$ cat config.mk
export PLATFORM = sky130hd
export DESIGN_NAME = matrix_result_collector
export DESIGN_NICKNAME = d
export VERILOG_FILES = /design/src/rtl/matrix_pkg.sv /design/src/rtl/collector_fifo.sv /design/src/rtl/matrix_result_collector.sv
export SDC_FILE = /design/constraint.sdc
export NUM_CORES = 1
export LEC_CHECK = 0
export ABC_CLOCK_PERIOD_IN_PS = 8200
export BUFFER_PORTS_ARGS = -buffer_cell sky130_fd_sc_hd__buf_4
export CAP_MARGIN = 10
export CORE_ASPECT_RATIO = 1.2
export CORE_UTILIZATION = 60
export CTS_BUF_LIST = sky130_fd_sc_hd__clkbuf_16
export DETAILED_ROUTE_END_ITERATION = 6
export GPL_ROUTABILITY_DRIVEN = 0
export PLACE_DENSITY = 0.79
export SLEW_MARGIN = 20
export SYNTH_ARGS = -nofsm -noshare
export SYNTH_HDL_FRONTEND = slang
export SYNTH_HIERARCHICAL = 1
export SYNTH_SLANG_ARGS = --single-unit
$ cat constraint.sdc
create_clock -name clk -period 8.2 [get_ports clk]
set_input_delay 1.23 -clock clk [delete_from_list [all_inputs] [get_ports clk]]
set_output_delay 1.23 -clock clk [all_outputs]
set_load 0.02 [all_outputs]
$ cat src/rtl/matrix_pkg.sv
// Shared widths and field layout for one buffered lane result {val, x, y}.
// Latency: none (declarations only).
// Backpressure: not applicable.
package matrix_pkg;

  localparam int MAX_WIDTH_LEN = 4;
  localparam int SIZE_VALUE    = 16;

  // Entry layout, LSB first: y, then x, then the signed value on top.
  localparam int ENTRY_W = SIZE_VALUE + 2 * MAX_WIDTH_LEN;
  localparam int Y_OFF   = 0;
  localparam int X_OFF   = MAX_WIDTH_LEN;
  localparam int VAL_OFF = 2 * MAX_WIDTH_LEN;

  // The same layout for any coordinate/value width chosen by the instantiator.
  function automatic int entry_width(input int mw, input int sv);
    return sv + 2 * mw;
  endfunction

  function automatic int x_offset(input int mw);
    return mw;
  endfunction

  function automatic int val_offset(input int mw);
    return 2 * mw;
  endfunction

endpackage

$ cat src/rtl/collector_fifo.sv
// Per-lane synchronous FIFO, 2^DEPTH_LEN entries, head visible on dout.
// Latency: a pushed entry appears on dout the cycle after the push edge.
// Backpressure: full is a flop; a push while full is taken only if popped in the same edge.
module collector_fifo #(
  parameter int WIDTH     = 24,
  parameter int DEPTH_LEN = 2
) (
  input  logic             clk,
  input  logic             rst,
  input  logic             push,
  input  logic             pop,
  input  logic [WIDTH-1:0] din,
  output logic [WIDTH-1:0] dout,
  output logic             full,
  output logic             empty
);

  localparam int DEPTH = 1 << DEPTH_LEN;

  logic [WIDTH-1:0]     mem [DEPTH];
  logic [DEPTH_LEN-1:0] wr_ptr;
  logic [DEPTH_LEN-1:0] rd_ptr;
  logic [DEPTH_LEN:0]   count;
  logic [DEPTH_LEN:0]   count_next;
  logic                 do_push;
  logic                 do_pop;

  assign do_pop  = pop && !empty;
  assign do_push = push && (!full || do_pop);
  assign empty   = (count == '0);
  assign dout    = mem[rd_ptr];

  // Occupancy after this edge; full is registered from it so it has no comb path from push/pop.
  always_comb begin
    count_next = count;
    if (do_push && !do_pop) count_next = count + 1'b1;
    if (do_pop && !do_push) count_next = count - 1'b1;
  end

  // Pointer and occupancy state.
  always_ff @(posedge clk) begin
    if (rst) begin
      wr_ptr <= '0;
      rd_ptr <= '0;
      count  <= '0;
      full   <= 1'b0;
    end else begin
      if (do_push) wr_ptr <= wr_ptr + 1'b1;
      if (do_pop)  rd_ptr <= rd_ptr + 1'b1;
      count <= count_next;
      full  <= (count_next == (DEPTH_LEN+1)'(DEPTH));
    end
  end

  // Storage array; contents are don't-care while empty so it needs no reset.
  always_ff @(posedge clk) begin
    if (do_push) mem[wr_ptr] <= din;
  end

endmodule

$ cat src/rtl/matrix_result_collector.sv
// Merges CHANNELS lane results via per-lane FIFOs and a round-robin arbiter into one tagged stream.
// Latency: input sampled at edge k appears with rdy=1 after edge k+1; 1 result/cycle sustained.
// Backpressure: rdy/out held while out_ack=0; full lanes drop pushes (counted when COLLECT_OVF_CNT_EN is defined).
module matrix_result_collector
  import matrix_pkg::*;
#(
  parameter int CHANNELS    = 5,
  parameter int maxWidthLen = MAX_WIDTH_LEN,
  parameter int sizeValue   = SIZE_VALUE,
  parameter int DEPTH_LEN   = 2
) (
  input  logic                              clk,
  input  logic                              rst,
  input  logic [CHANNELS-1:0]               in_rdy,
  input  logic [CHANNELS*sizeValue-1:0]     in_val,
  input  logic [CHANNELS*maxWidthLen-1:0]   in_x,
  input  logic [CHANNELS*maxWidthLen-1:0]   in_y,
  output logic [CHANNELS-1:0]               in_full,
  input  logic                              out_ack,
  output logic                              rdy,
  output logic signed [sizeValue-1:0]       out,
  output logic [maxWidthLen-1:0]            ox,
  output logic [maxWidthLen-1:0]            oy,
  output logic                              busy
`ifdef COLLECT_OVF_CNT_EN
  ,
  output logic [15:0]                       ovf_cnt
`endif
);

  localparam int EW   = entry_width(maxWidthLen, sizeValue);
  localparam int XO   = x_offset(maxWidthLen);
  localparam int VO   = val_offset(maxWidthLen);
  localparam int PW   = $clog2(CHANNELS);

  logic [EW-1:0]       head [CHANNELS];
  logic [CHANNELS-1:0] nonempty;
  logic [CHANNELS-1:0] pop;
  logic [PW-1:0]       rr_ptr;
  logic [PW-1:0]       grant;
  logic                found;
  logic                load;

  genvar gi;
  generate
    for (gi = 0; gi < CHANNELS; gi++) begin : g_lane
      logic [EW-1:0] din;
      logic          empty;

      assign din = {in_val[gi*sizeValue +: sizeValue],
                    in_x[gi*maxWidthLen +: maxWidthLen],
                    in_y[gi*maxWidthLen +: maxWidthLen]};
      assign nonempty[gi] = !empty;
      assign pop[gi]      = load && (grant == PW'(gi));

      collector_fifo #(
        .WIDTH     (EW),
        .DEPTH_LEN (DEPTH_LEN)
      ) u_fifo (
        .clk   (clk),
        .rst   (rst),
        .push  (in_rdy[gi]),
        .pop   (pop[gi]),
        .din   (din),
        .dout  (head[gi]),
        .full  (in_full[gi]),
        .empty (empty)
      );
    end
  endgenerate

  // Round-robin search: first non-empty lane starting at rr_ptr, wrapping past the top lane.
  always_comb begin
    int          idx;
    logic [PW-1:0] idx_l;
    grant = '0;
    found = 1'b0;
    idx   = 0;
    idx_l = '0;
    for (int k = 0; k < CHANNELS; k++) begin
      idx = int'(rr_ptr) + k;
      if (idx >= CHANNELS) idx = idx - CHANNELS;
      idx_l = PW'(idx);
      if (!found && nonempty[idx_l]) begin
        found = 1'b1;
        grant = idx_l;
      end
    end
  end

  assign load = (!rdy || out_ack) && found;
  assign busy = rdy | (|nonempty);

  // Output register and arbiter pointer; the pointer moves only when a lane is granted.
  always_ff @(posedge clk) begin
    if (rst) begin
      rdy    <= 1'b0;
      out    <= '0;
      ox     <= '0;
      oy     <= '0;
      rr_ptr <= '0;
    end else if (load) begin
      rdy    <= 1'b1;
      out    <= head[grant][VO +: sizeValue];
      ox     <= head[grant][XO +: maxWidthLen];
      oy     <= head[grant][0 +: maxWidthLen];
      rr_ptr <= (grant == PW'(CHANNELS-1)) ? '0 : grant + 1'b1;
    end else if (out_ack) begin
      rdy    <= 1'b0;
    end
  end

`ifdef COLLECT_OVF_CNT_EN
  logic [16:0] ovf_sum;

  // Sum of this cycle's dropped pushes: lane full and not being drained this edge.
  always_comb begin
    ovf_sum = {1'b0, ovf_cnt};
    for (int i = 0; i < CHANNELS; i++) begin
      if (in_rdy[i] && in_full[i] && !pop[i]) ovf_sum = ovf_sum + 17'd1;
    end
  end

  // Saturating drop counter.
  always_ff @(posedge clk) begin
    if (rst) ovf_cnt <= '0;
    else     ovf_cnt <= ovf_sum[16] ? 16'hFFFF : ovf_sum[15:0];
  end
`endif

endmodule
==> impl_metrics.yaml <==
drt:
  ant_nets: 0
  vias_per_cell: 6.001
  wire_per_inst_um: 24.52
  via_count: 12300
  drc: 0
  drt_first_iter_violations: 943
  routed_wirelength_um: 50230
  first_pass_iters: 6
worst_setup_path:
  crit_end: "g_lane[1].u_fifo/mem[0][8]"
  r2r_start: "rr_ptr[1]"
  start_kind: "register"
  ff2ff_setup_slack_ns: 2.37
  critPathArrivalTime_ns: 6.10
  critPathLaunch: "rr_ptr[1]"
  cp.required_ns: 8.47
  critPathKind: "reg2reg"
  r2r_cells: 16
  path_max_fanout: 16
  critPathCaptureType: "register"
  r2r-end: "g_lane[1].u_fifo/mem[0][8]"
cts:
  clock_path_buffers: 3
  cts_buffers: 52
  htreeDepth: 2
  cts_setup_buffers: 0
  clk_latency_ns: 0.58
  hold_buffers: 0
  post_cts_resized: 0
  cts-root-buf: "clkbuf_16"
  cts.reportedPaths.clkPinSlew_ns: 0.06
  cts_tree: "yes"
  cts_sinks: 558
power:
  netSwitchingPower_mw: 3.496
  ir_drop_uv: 571.3
  power.total_mw: 9.938
  powerDensity_nw_per_um2: 369.3
  p_clk_share_pct: 22.9
  p_leak_nw: 9.230
  power_frac_comb_pct: 41.0
  switching_share_pct: 35.18
  power.internal_mw: 6.441
  p_seq_share_pct: 36.1
grt:
  track_usage_pct: 25.63
  grt_pass1_vias: 12720
  antenna_found_initial: 3
  use_met2_pct: 44.47
  grt-busiest-layer: "met2"
  grt_max_degree: 70
  grt_pass1_wl_um: 74330
  gr-usage-met1_pct: 31.23
  grt-ovfl-total: 0
  use_met3_pct: 4.647
yosys:
  synth-simple-area-share_pct: 5.956
  async_reset_ff_share_pct: 0
  ys_warn_count: 6
  yosysMostFrequentCell: "edfxtp_1"
  synth-main-ff-cell: "edfxtp_1"
  synth-seq-area-share_pct: 67.71
  synth_xor_area_share_pct: 0.9281
  synth_compound_area_share_pct: 5.781
  synth_common_cells: "480 x edfxtp_1, 123 x mux4_2, 78 x dfxtp_1, 61 x mux2i_1, 43 x ha_1"
  synth_edf_count: 480
  syn-num-nets: 1479
  synth_area_um2: 23590
  synth_top_family_by_area: "multiplexers"
  syn_area_per_cell_um2: 18.05
  ys_types: 74
  synthAdderAreaFrac_pct: 2.365
  ys_ff_latch: 558
  synth_area_leader_cell: "edfxtp_1"
  synth_area_leaders: "edfxtp_1 61%, mux4_2 12%, dfxtp_1 6.6%"
  synth_mux_area_share_pct: 14.81
  postSynthCellCount: 1307
  yosys.area.top_type_share_pct: 61.09
sta:
  worst_slack_ns: 2.366
  fin_crit_ns: 5.834
  fmax_mhz: 171.4
  final-setup-viol-count: 0
  fin_skew_ns: 0.02204
  drv_slew: 0
  slew_headroom_pct: 37.27
  tns_ns: 0
  tightest_slew_ns: 0.9410
  hold_viol: 0
  rsz0062_at_grt: "no"
  finalCritPeriodShare_pct: 71.14
job:
  max_cap_viol_count: 0
placement:
  hpwl_um: 33440
  dp_cells: 1949
  io_buffers: 158
  place_ws_ns: 2.291
status:
  status: "finished, final reports clean"
finish:
  regArea_um2: 15980
  areaGrowthSynthToFinish_pct: 14.06
  n_fill_cell: 2494
  fin_nets: 1649
  layout.cells.non_filler: 2049
  multiInputGateArea_um2: 7057
  drive_gt1_share_pct: 29.59
die:
  die_h_um: 219.2
  fp.dieW_um: 183.0
  rows: 79
  dieArea_um2: 40120
  ios: 159
  core_area_um2: 38750
  start_util_pct: 60.89
min_path:
  hp-class: "reg2reg"
==> area by class of cell <==
type                            count  share of cell area [%]
Sequential cell                   558                   59.38
Multi-Input combinational cell    636                   26.22
Timing Repair Buffer              187                   5.305
Clock buffer                       54                   5.022
Tap cell                          526                   2.446
Clock inverter                     44                   1.018
Inverter                           42                  0.5859
Antenna cell                        2                 0.01860
==> state kept, by name, summed over array words and instances (netlist names), named ones only <==
| register | count |
|---|---|
| g_lane.u_fifo/rd_ptr | 10 |
| rr_ptr | 3 |
| ox | 4 |
| rdy | 1 |
| oy | 4 |
| g_lane.u_fifo/wr_ptr | 10 |
| out | 16 |
| g_lane.u_fifo/mem | 480 |
| g_lane.u_fifo/count | 15 |
| g_lane.u_fifo/full | 5 |
==> power by group through the flow <==
stage / sequential (mW) / combinational, mW / clock (mW)
global route: 3.61 / 4.35 / 2.41
detailed placement: 3.64 / 4.04 / 0
floorplan: 3.63 / 3.03 / 0
CTS: 3.59 / 4.08 / 2.31
global placement: 3.63 / 3.96 / 0
finish: 3.59 / 4.08 / 2.27
==> critical path: stages (launching register included) <==
cell      delay [ns]
dfxtp_1         0.67
ha_1            0.24
inv_1           0.05
fa_1            0.41
a21oi_2         0.28
mux2i_1         0.37
mux2_4          0.35
a22oi_4         0.25
o211ai_1        0.15
nand2b_1        0.18
a31oi_2         0.28
nand2_1         0.09
nor2_1          0.50
nand2b_1        0.35
a21boi_4        0.31
and2_1          0.75
buf_6           0.26
==> metrics by stage <==
stage / utilization, % / cell area [um2] / hold slack, ns
floorplan: - / 23590 / 0.4847
global placement: 65.12 / 25230 / 0.5059
detailed placement: 65.23 / 25270 / 0.5126
CTS: 69.42 / 26900 / 0.5264
global route: 69.45 / 26910 / 0.5526
finish: 69.45 / 26910 / 0.5307
==> metal layers <==
metal | routed length [um] | vias to the layer above
met4 | 2213 | 2
li1 | - | 5533
met2 | 26110 | 441
met3 | 3411 | 104
met1 | 18480 | 6216
met5 | 13 | -
==> worst min-delay path by stage <==
stage,from,end,slack [ns],cells after the start
final,g_lane[3].u_fifo/rd_ptr[1],register,0.53,2
after global routing,g_lane[2].u_fifo/count[1],g_lane[2].u_fifo/count[1],0.55,2
after CTS,g_lane[3].u_fifo/rd_ptr[1],register,0.53,2
after detailed placement,g_lane[0].u_fifo/rd_ptr[1],register,0.51,2
after global placement,g_lane[1].u_fifo/rd_ptr[1],g_lane[1].u_fifo/rd_ptr[1],0.51,2
after floorplan,g_lane[0].u_fifo/rd_ptr[1],register,0.48,2
==> kinds of logic (layout without fill, tap and decap cells) <==
logic type      count (synthesis)  in the layout
compound gates                142            142
xor+xnor                       25             25
fa+ha+maj                      44             44
buf+inv                       113            327
flops                         558            558
mux                           192            192
other cells                     0              2
simple gates                  233            233
==> cells in the final DEF (no fill, tap or decap), drive strengths merged, types with 19 or more instances in the layout <==
| master | instances |
|---|---|
| edfxtp | 480 |
| buf | 187 |
| mux4 | 123 |
| dfxtp | 78 |
| mux2i | 61 |
| inv | 57 |
| clkbuf | 54 |
| ha | 43 |
| nor2 | 42 |
| nand2b | 38 |
| nand3b | 31 |
| a21oi | 27 |
| a21o | 26 |
| o221ai | 24 |
| clkinv | 24 |
| nand2 | 21 |
| and2 | 20 |
| xnor2 | 19 |
(Power assumes the default switching activity.)
